--- config.mk ---
export PLATFORM = sky130hd
export DESIGN_NAME = div_issue_sequencer
export DESIGN_NICKNAME = d
export VERILOG_FILES = /design/src/rtl/div_seq_pkg.sv /design/src/rtl/div_req_fifo.sv /design/src/rtl/div_issue_sequencer.sv
export SDC_FILE = /design/constraint.sdc
export NUM_CORES = 1
export LEC_CHECK = 0
export ABC_AREA = 0
export BUFFER_PORTS_ARGS = -buffer_cell sky130_fd_sc_hd__buf_2
export CORE_ASPECT_RATIO = 1.75
export CORE_MARGIN = 2
export CORE_UTILIZATION = 50
export DETAILED_ROUTE_END_ITERATION = 8
export PLACE_DENSITY = 0.73
export RECOVER_POWER = 25
export SKIP_LAST_GASP = 1
export SYNTH_ARGS = -nofsm -noshare
export SYNTH_HDL_FRONTEND = slang
export SYNTH_HIERARCHICAL = 1
export SYNTH_SLANG_ARGS = --single-unit
--- constraint.sdc ---
create_clock -name clk -period 19.4 [get_ports clk]
set_input_delay 1.94 -clock clk [delete_from_list [all_inputs] [get_ports clk]]
set_output_delay 1.94 -clock clk [all_outputs]
set_load 0.03 [all_outputs]
--- src/rtl/div_seq_pkg.sv ---
// Shared types and constants for the divide issue sequencer and its request FIFO.
package div_seq_pkg;

  typedef enum logic [2:0] {
    S_IDLE,
    S_DISPATCH,
    S_BUSY,
    S_RESULT,
    S_DRAIN
  } div_seq_state_t;

  localparam logic [31:0] DIV_OVF_DIVIDEND = 32'h8000_0000;
  localparam logic [31:0] DIV_ZERO_Q       = 32'hFFFF_FFFF;

  // Tag field width carried in the request struct; bounds the top's TAG_W.
  localparam int DIV_TAG_W = 5;

  typedef struct packed {
    logic                 signed_op;
    logic [31:0]          rs1;
    logic [31:0]          rs2;
    logic [DIV_TAG_W-1:0] tag;
  } div_req_t;

  function automatic logic [31:0] abs32(input logic [31:0] x);
    return x[31] ? (~x + 32'd1) : x;
  endfunction

endpackage

--- src/rtl/div_req_fifo.sv ---
// Request FIFO for the divide sequencer; extra pointer MSB separates full from empty.
module div_req_fifo
  import div_seq_pkg::*;
#(
  parameter int DEPTH = 2
) (
  input  logic     clk,
  input  logic     reset_n,
  input  logic     clear,
  input  logic     push,
  input  logic     pop,
  input  div_req_t din,
  output div_req_t dout,
  output logic     full,
  output logic     empty
);
  localparam int AW = $clog2(DEPTH);

  div_req_t   mem [DEPTH];
  logic [AW:0] wptr, rptr;

  assign empty = (wptr == rptr);
  assign full  = (wptr[AW] != rptr[AW]) && (wptr[AW-1:0] == rptr[AW-1:0]);
  assign dout  = mem[rptr[AW-1:0]];

  always_ff @(posedge clk) begin
    if (!reset_n || clear) begin
      wptr <= '0;
      rptr <= '0;
    end else begin
      if (push && !full) begin
        mem[wptr[AW-1:0]] <= din;
        wptr <= wptr + 1'b1;
      end
      if (pop && !empty) rptr <= rptr + 1'b1;
    end
  end

endmodule

--- src/rtl/div_issue_sequencer.sv ---
// Queues DIV/REMU ops, short-circuits special cases, sequences the iterative divider
// and returns results to the CDB; drains an in-flight divide on flush.
module div_issue_sequencer
  import div_seq_pkg::*;
#(
  parameter int DEPTH = 2,
  parameter int TAG_W = DIV_TAG_W
) (
  input  logic             clk,
  input  logic             reset_n,
  input  logic             iss_valid,
  output logic             iss_ready,
  input  logic             iss_signed,
  input  logic [31:0]      iss_rs1,
  input  logic [31:0]      iss_rs2,
  input  logic [TAG_W-1:0] iss_tag,
  input  logic             flush,
  output logic             dv_valid_in,
  output logic             dv_div,
  output logic [31:0]      dv_dividend,
  output logic [31:0]      dv_divisor,
  input  logic             dv_ready,
  input  logic             dv_valid_out,
  input  logic [31:0]      dv_result,
  output logic             dv_yumi,
  output logic             cdb_req,
  output logic [TAG_W-1:0] cdb_tag,
  output logic [31:0]      cdb_value,
  input  logic             cdb_gnt,
  output logic             busy
);

  div_seq_state_t state;
  div_req_t       cur, head, push_req;
  logic [31:0]    res;
  logic           full, empty, push, pop;
  logic           special;
  logic [31:0]    spec_val, mag1, mag2;

  assign push_req = '{signed_op: iss_signed, rs1: iss_rs1, rs2: iss_rs2,
                      tag: DIV_TAG_W'(iss_tag)};

  assign iss_ready = !full && (state != S_DRAIN);
  assign push      = iss_valid && iss_ready && !flush;
  assign pop       = (state == S_IDLE) && !empty && !flush;

  div_req_fifo #(.DEPTH(DEPTH)) u_fifo (
    .clk     (clk),
    .reset_n (reset_n),
    .clear   (flush),
    .push    (push),
    .pop     (pop),
    .din     (push_req),
    .dout    (head),
    .full    (full),
    .empty   (empty)
  );

  // Cases the divider would early-out on are answered here instead.
  always_comb begin
    mag1     = cur.signed_op ? abs32(cur.rs1) : cur.rs1;
    mag2     = cur.signed_op ? abs32(cur.rs2) : cur.rs2;
    special  = 1'b1;
    spec_val = '0;
    if (cur.rs2 == 32'd0)
      spec_val = cur.signed_op ? DIV_ZERO_Q : cur.rs1;
    else if (cur.signed_op && cur.rs1 == DIV_OVF_DIVIDEND && cur.rs2 == 32'hFFFF_FFFF)
      spec_val = DIV_OVF_DIVIDEND;
    else if (mag2 > mag1)
      spec_val = cur.signed_op ? 32'd0 : cur.rs1;
    else
      special = 1'b0;
  end

  assign dv_valid_in = (state == S_DISPATCH) && !special && dv_ready && !flush;
  assign dv_div      = cur.signed_op;
  assign dv_dividend = cur.rs1;
  assign dv_divisor  = cur.rs2;
  assign dv_yumi     = ((state == S_BUSY) || (state == S_DRAIN)) && dv_valid_out;
  assign cdb_req     = (state == S_RESULT) && !flush;
  assign cdb_tag     = TAG_W'(cur.tag);
  assign cdb_value   = res;
  assign busy        = (state != S_IDLE) || !empty;

  always_ff @(posedge clk) begin
    if (!reset_n) begin
      state <= S_IDLE;
      cur   <= '0;
      res   <= '0;
    end else begin
      case (state)
        S_IDLE: if (pop) begin
          cur   <= head;
          state <= S_DISPATCH;
        end
        S_DISPATCH: begin
          if (flush) state <= S_IDLE;
          else if (special) begin
            res   <= spec_val;
            state <= S_RESULT;
          end else if (dv_ready) state <= S_BUSY;
        end
        S_BUSY: begin
          // A result arriving with flush is consumed and dropped; no drain needed.
          if (dv_valid_out) begin
            if (!flush) res <= dv_result;
            state <= flush ? S_IDLE : S_RESULT;
          end else if (flush) state <= S_DRAIN;
        end
        S_RESULT: if (flush || cdb_gnt) state <= S_IDLE;
        S_DRAIN:  if (dv_valid_out) state <= S_IDLE;
        default:  state <= S_IDLE;
      endcase
    end
  end

endmodule

==> impl_metrics.tcl <==
set metrics [dict create \
    outcome "complete, no violations" \
    postCtsHoldBufs 0 \
    skew_ns 0.0144 \
    min_from "cdb_value[22]$_SDFFE_PN0P_" \
    slowest_stage "nor3b_1" \
    start_util_pct 50.9 \
    cts-root-buf "clkbuf_16" \
    gp_congestion 0.907 \
    p_leak_uw 0.00548 \
    antenna_found_initial 1 \
    wirelength_microns 30600 \
    syn-instance-count 1118 \
    synth-xor-area-share_pct 4.54 \
    crit_type "reg -> out" \
    synth-seq-cells 250 \
    yosysUniqueCellTypes 56 \
    cts_tree "yes" \
    wl_per_cell_microns 18.8 \
    core_area_sq_um 23400 \
    dr.first_iter.drc_count 550 \
    ant_nets 0 \
    die_h_microns 208 \
    min_delay_path_depth 2 \
    whs_ns 0.462 \
    path_delay_family "simple AND/OR/NAND/NOR gates" \
    die_area_sq_um 25200 \
    rows 74 \
    finalSetupTns_ns 0 \
    clock_sinks 250 \
    grt_max_degree 111 \
    r2r_setup_slack_ns 13.39 \
    crit_buf_inv 1 \
    crit_chain "or4_1 -> nor4_1 -> nor3b_1 -> and3_1 -> a21oi_1 -> xor2_1 -> ha_1 -> nand4_1 -> nor4_1 -> and2_1 -> a21oi_1 -> nor4_2 -> and3_1 -> buf_2" \
    syn_nets 1262 \
    r2r.worst_path.cells 16 \
    report.final.slew_viol_count 0 \
    synth-simple-area-share_pct 15.4 \
    syn_area_sq_um 11900 \
    synthMuxAreaShare_pct 6.94 \
    gr-total-overflow 0 \
    worst_ir_drop_vdd_v 0.0000711 \
    period_minus_slack_ns 7.52 \
    viasPerCell 5.61 \
    slew_headroom_pct 28.8 \
    grt_pass1_vias 8803 \
    path_clk_slew_ns 0.06 \
    max_stage_delay_ns 0.67 \
    drive_gt1_share_pct 25.5 \
    r2r-end "cdb_value[17]$_SDFFE_PN0P_" \
    path_max_fanout 8 \
    synthFlopType "edfxtp_1" \
    die_w_microns 121 \
    syn_area_per_cell_sq_um 10.7 \
    area_growth_pct 16.8 \
    setup_viol 0 \
    rsz0062_at_grt "false" \
    tightest_slew_ns 1.07 \
    nNetsFinal 1447 \
    fillCellCount 1989 \
    ys_warn_count 6 \
    max_clock_freq_mhz 133 \
    fin_crit_sh_pct 38.8 \
    crit_path_end_kind "output port" \
    synth-compound-area-share_pct 12.8 \
    powerDensity_nw_per_um2 84.4 \
    io_buffer_count 215 \
    clk_latency_ns 0.53 \
    worstHoldEndpoint "cdb_value[22]$_SDFFE_PN0P_" \
    grt_pass1_wl_microns 47300 \
    post_cts_resized 0 \
    drv_cap 0 \
    cp-start-kind "flop" \
    async_flop_share_pct 0 \
    yosysSeqAreaShare_pct 53.7 \
    hold_path_class "reg -> reg" \
    cp_data_required_time_ns 17.46 \
    synth-edff-count 140 \
    post-cts-setup-buffers 0 \
    ctsLongestPathBuffers 3 \
    synth_fa_ha_area_share_pct 3.67 \
    io_pins 216 \
    vias 9121 \
    reg2reg_from "dv_divisor[2]$_SDFFE_PN0P_" \
    cts_buffers 23 \
    hold_violations 0 \
    drcViolationCount 0 \
    synth_top_family_by_area "simple AND/OR/NAND/NOR gates" \
    cp.arrival_ns 5.58 \
    dp_hpwl_microns 21500 \
    htree_num_levels 1 \
    first_pass_iters 5 \
    grt_usage_pct 23.9 \
]
tightest hold or removal path: stages, from the launching register on:
cell and delay [ns]:
dfxtp_1 0.31, nand3_1 0.06, o31ai_1 0.05
how the worst max path moves through the flow:
| stage | slack (ns) | cells after the start | to | from |
|---|---|---|---|---|
| after floorplan | 9.24 | 2 | u_fifo/mem[0][0]$_DFFE_PP_ | flush |
| after global placement | 12.53 | 14 | dv_valid_in | dv_divisor[2]$_SDFFE_PN0P_ |
| after detailed placement | 12.48 | 14 | dv_valid_in | dv_divisor[2]$_SDFFE_PN0P_ |
| after CTS | 11.90 | 14 | dv_valid_in | dv_divisor[2]$_SDFFE_PN0P_ |
| after global routing | 11.45 | 14 | dv_valid_in | dv_divisor[2]$_SDFFE_PN0P_ |
| final | 11.88 | 14 | dv_valid_in | dv_divisor[2]$_SDFFE_PN0P_ |
cell usage in the layout, fill, tap and decap left out, drive strengths merged, types with 21 or more instances in the layout:
cell type,count
ha,35
buf,204
a21boi,71
nor2,72
xnor2,21
xor2,40
edfxtp,140
nand2,187
nand3,41
o31ai,24
a21oi,39
dfxtp,110
mux2,70
nor3,30
clkbuf,50
o41ai,21
o21ai,38
registers in the layout (all words and copies together) (netlist names), named ones only:
signal and flops:
u_fifo/mem 140, cdb_value 32, dv_dividend 32, dv_divisor 32
cdb_tag 5, state 3, u_fifo/rptr 2, u_fifo/wptr 2
dv_div 1
cells by family (layout without fill, tap and decap cells):
family | after synthesis | in the layout
simple gates | 399 | 399
xor+xnor | 61 | 61
other cells | 0 | 1
mux | 74 | 74
compound gates | 213 | 213
fa+ha+maj | 35 | 35
flops | 250 | 250
buf+inv | 86 | 288
metrics by stage:
stage / cell area (sq um) / setup slack, ns / utilization [%] / power (uW) / cells
global placement: 13200 / 12.53 / 56.5 / 745 / 1582
floorplan: 11900 / 9.24 / - / 696 / 1118
CTS: 14000 / 11.90 / 59.6 / 1190 / 1624
finish: 13900 / 11.88 / 59.5 / 1180 / 1625
detailed placement: 13200 / 12.48 / 56.5 / 748 / 1582
global route: 13900 / 11.45 / 59.5 / 1230 / 1625
synthesized netlist by cell type (2+ instances only):
library cell / number / area share, %
buf_2: 13 / 0.55
or3_1: 3 / 0.16
o41ai_1: 10 / 0.73
and3_1: 4 / 0.21
nor4_4: 2 / 0.36
and3b_1: 2 / 0.15
nand2_1: 187 / 5.9
buf_1: 2 / 0.063
nor2_1: 72 / 2.3
dfxtp_1: 110 / 18
mux2i_1: 4 / 0.34
nor4_1: 9 / 0.47
a21boi_0: 71 / 4.5
xor2_1: 40 / 2.9
nand2b_1: 7 / 0.37
a211oi_1: 2 / 0.13
o21ai_0: 38 / 1.6
mux2_2: 70 / 6.6
a31oi_1: 4 / 0.21
o21a_1: 2 / 0.13
nor3_1: 29 / 1.2
nor2b_1: 4 / 0.21
ha_1: 35 / 3.7
clkbuf_1: 52 / 1.6
nand4_1: 17 / 0.89
or2_2: 5 / 0.26
buf_6: 2 / 0.19
nor4_2: 2 / 0.21
or4_1: 7 / 0.44
o31ai_1: 24 / 1.5
edfxtp_1: 140 / 35
o211ai_1: 2 / 0.13
a21oi_1: 39 / 1.6
xnor2_1: 20 / 1.5
and2_1: 2 / 0.10
nand3_1: 41 / 1.7
inv_1: 16 / 0.50
o41ai_2: 11 / 1.5
final cells by class:
class / count / area [sq um] / area share, %
antenna: 1 / 2.50 / 0.0180
clock buffer: 25 / 583 / 4.18
clock inverter: 17 / 139 / 0.997
inverter: 17 / 63.8 / 0.458
multi-input combinational: 782 / 5210 / 37.4
sequential: 250 / 6410 / 46.0
tap: 304 / 380 / 2.73
timing repair buffer: 229 / 1150 / 8.24
per-layer routing:
layer	share of wire (%)	GRT usage, %	routed length [microns]	vias to the layer above
met1	38	27.8	11600	4321
met2	51	42.4	15700	328
li1	-	-	-	4398
met4	4.6	11.5	1410	0
met5	0	0	0	-
met3	6.2	3.67	1890	74
power breakdown:
group | internal (uW) | switching, uW
Combinational | 53.2 | 102
Sequential | 568 | 12.8
Clock | 245 | 196
(Power assumes the default switching activity.)
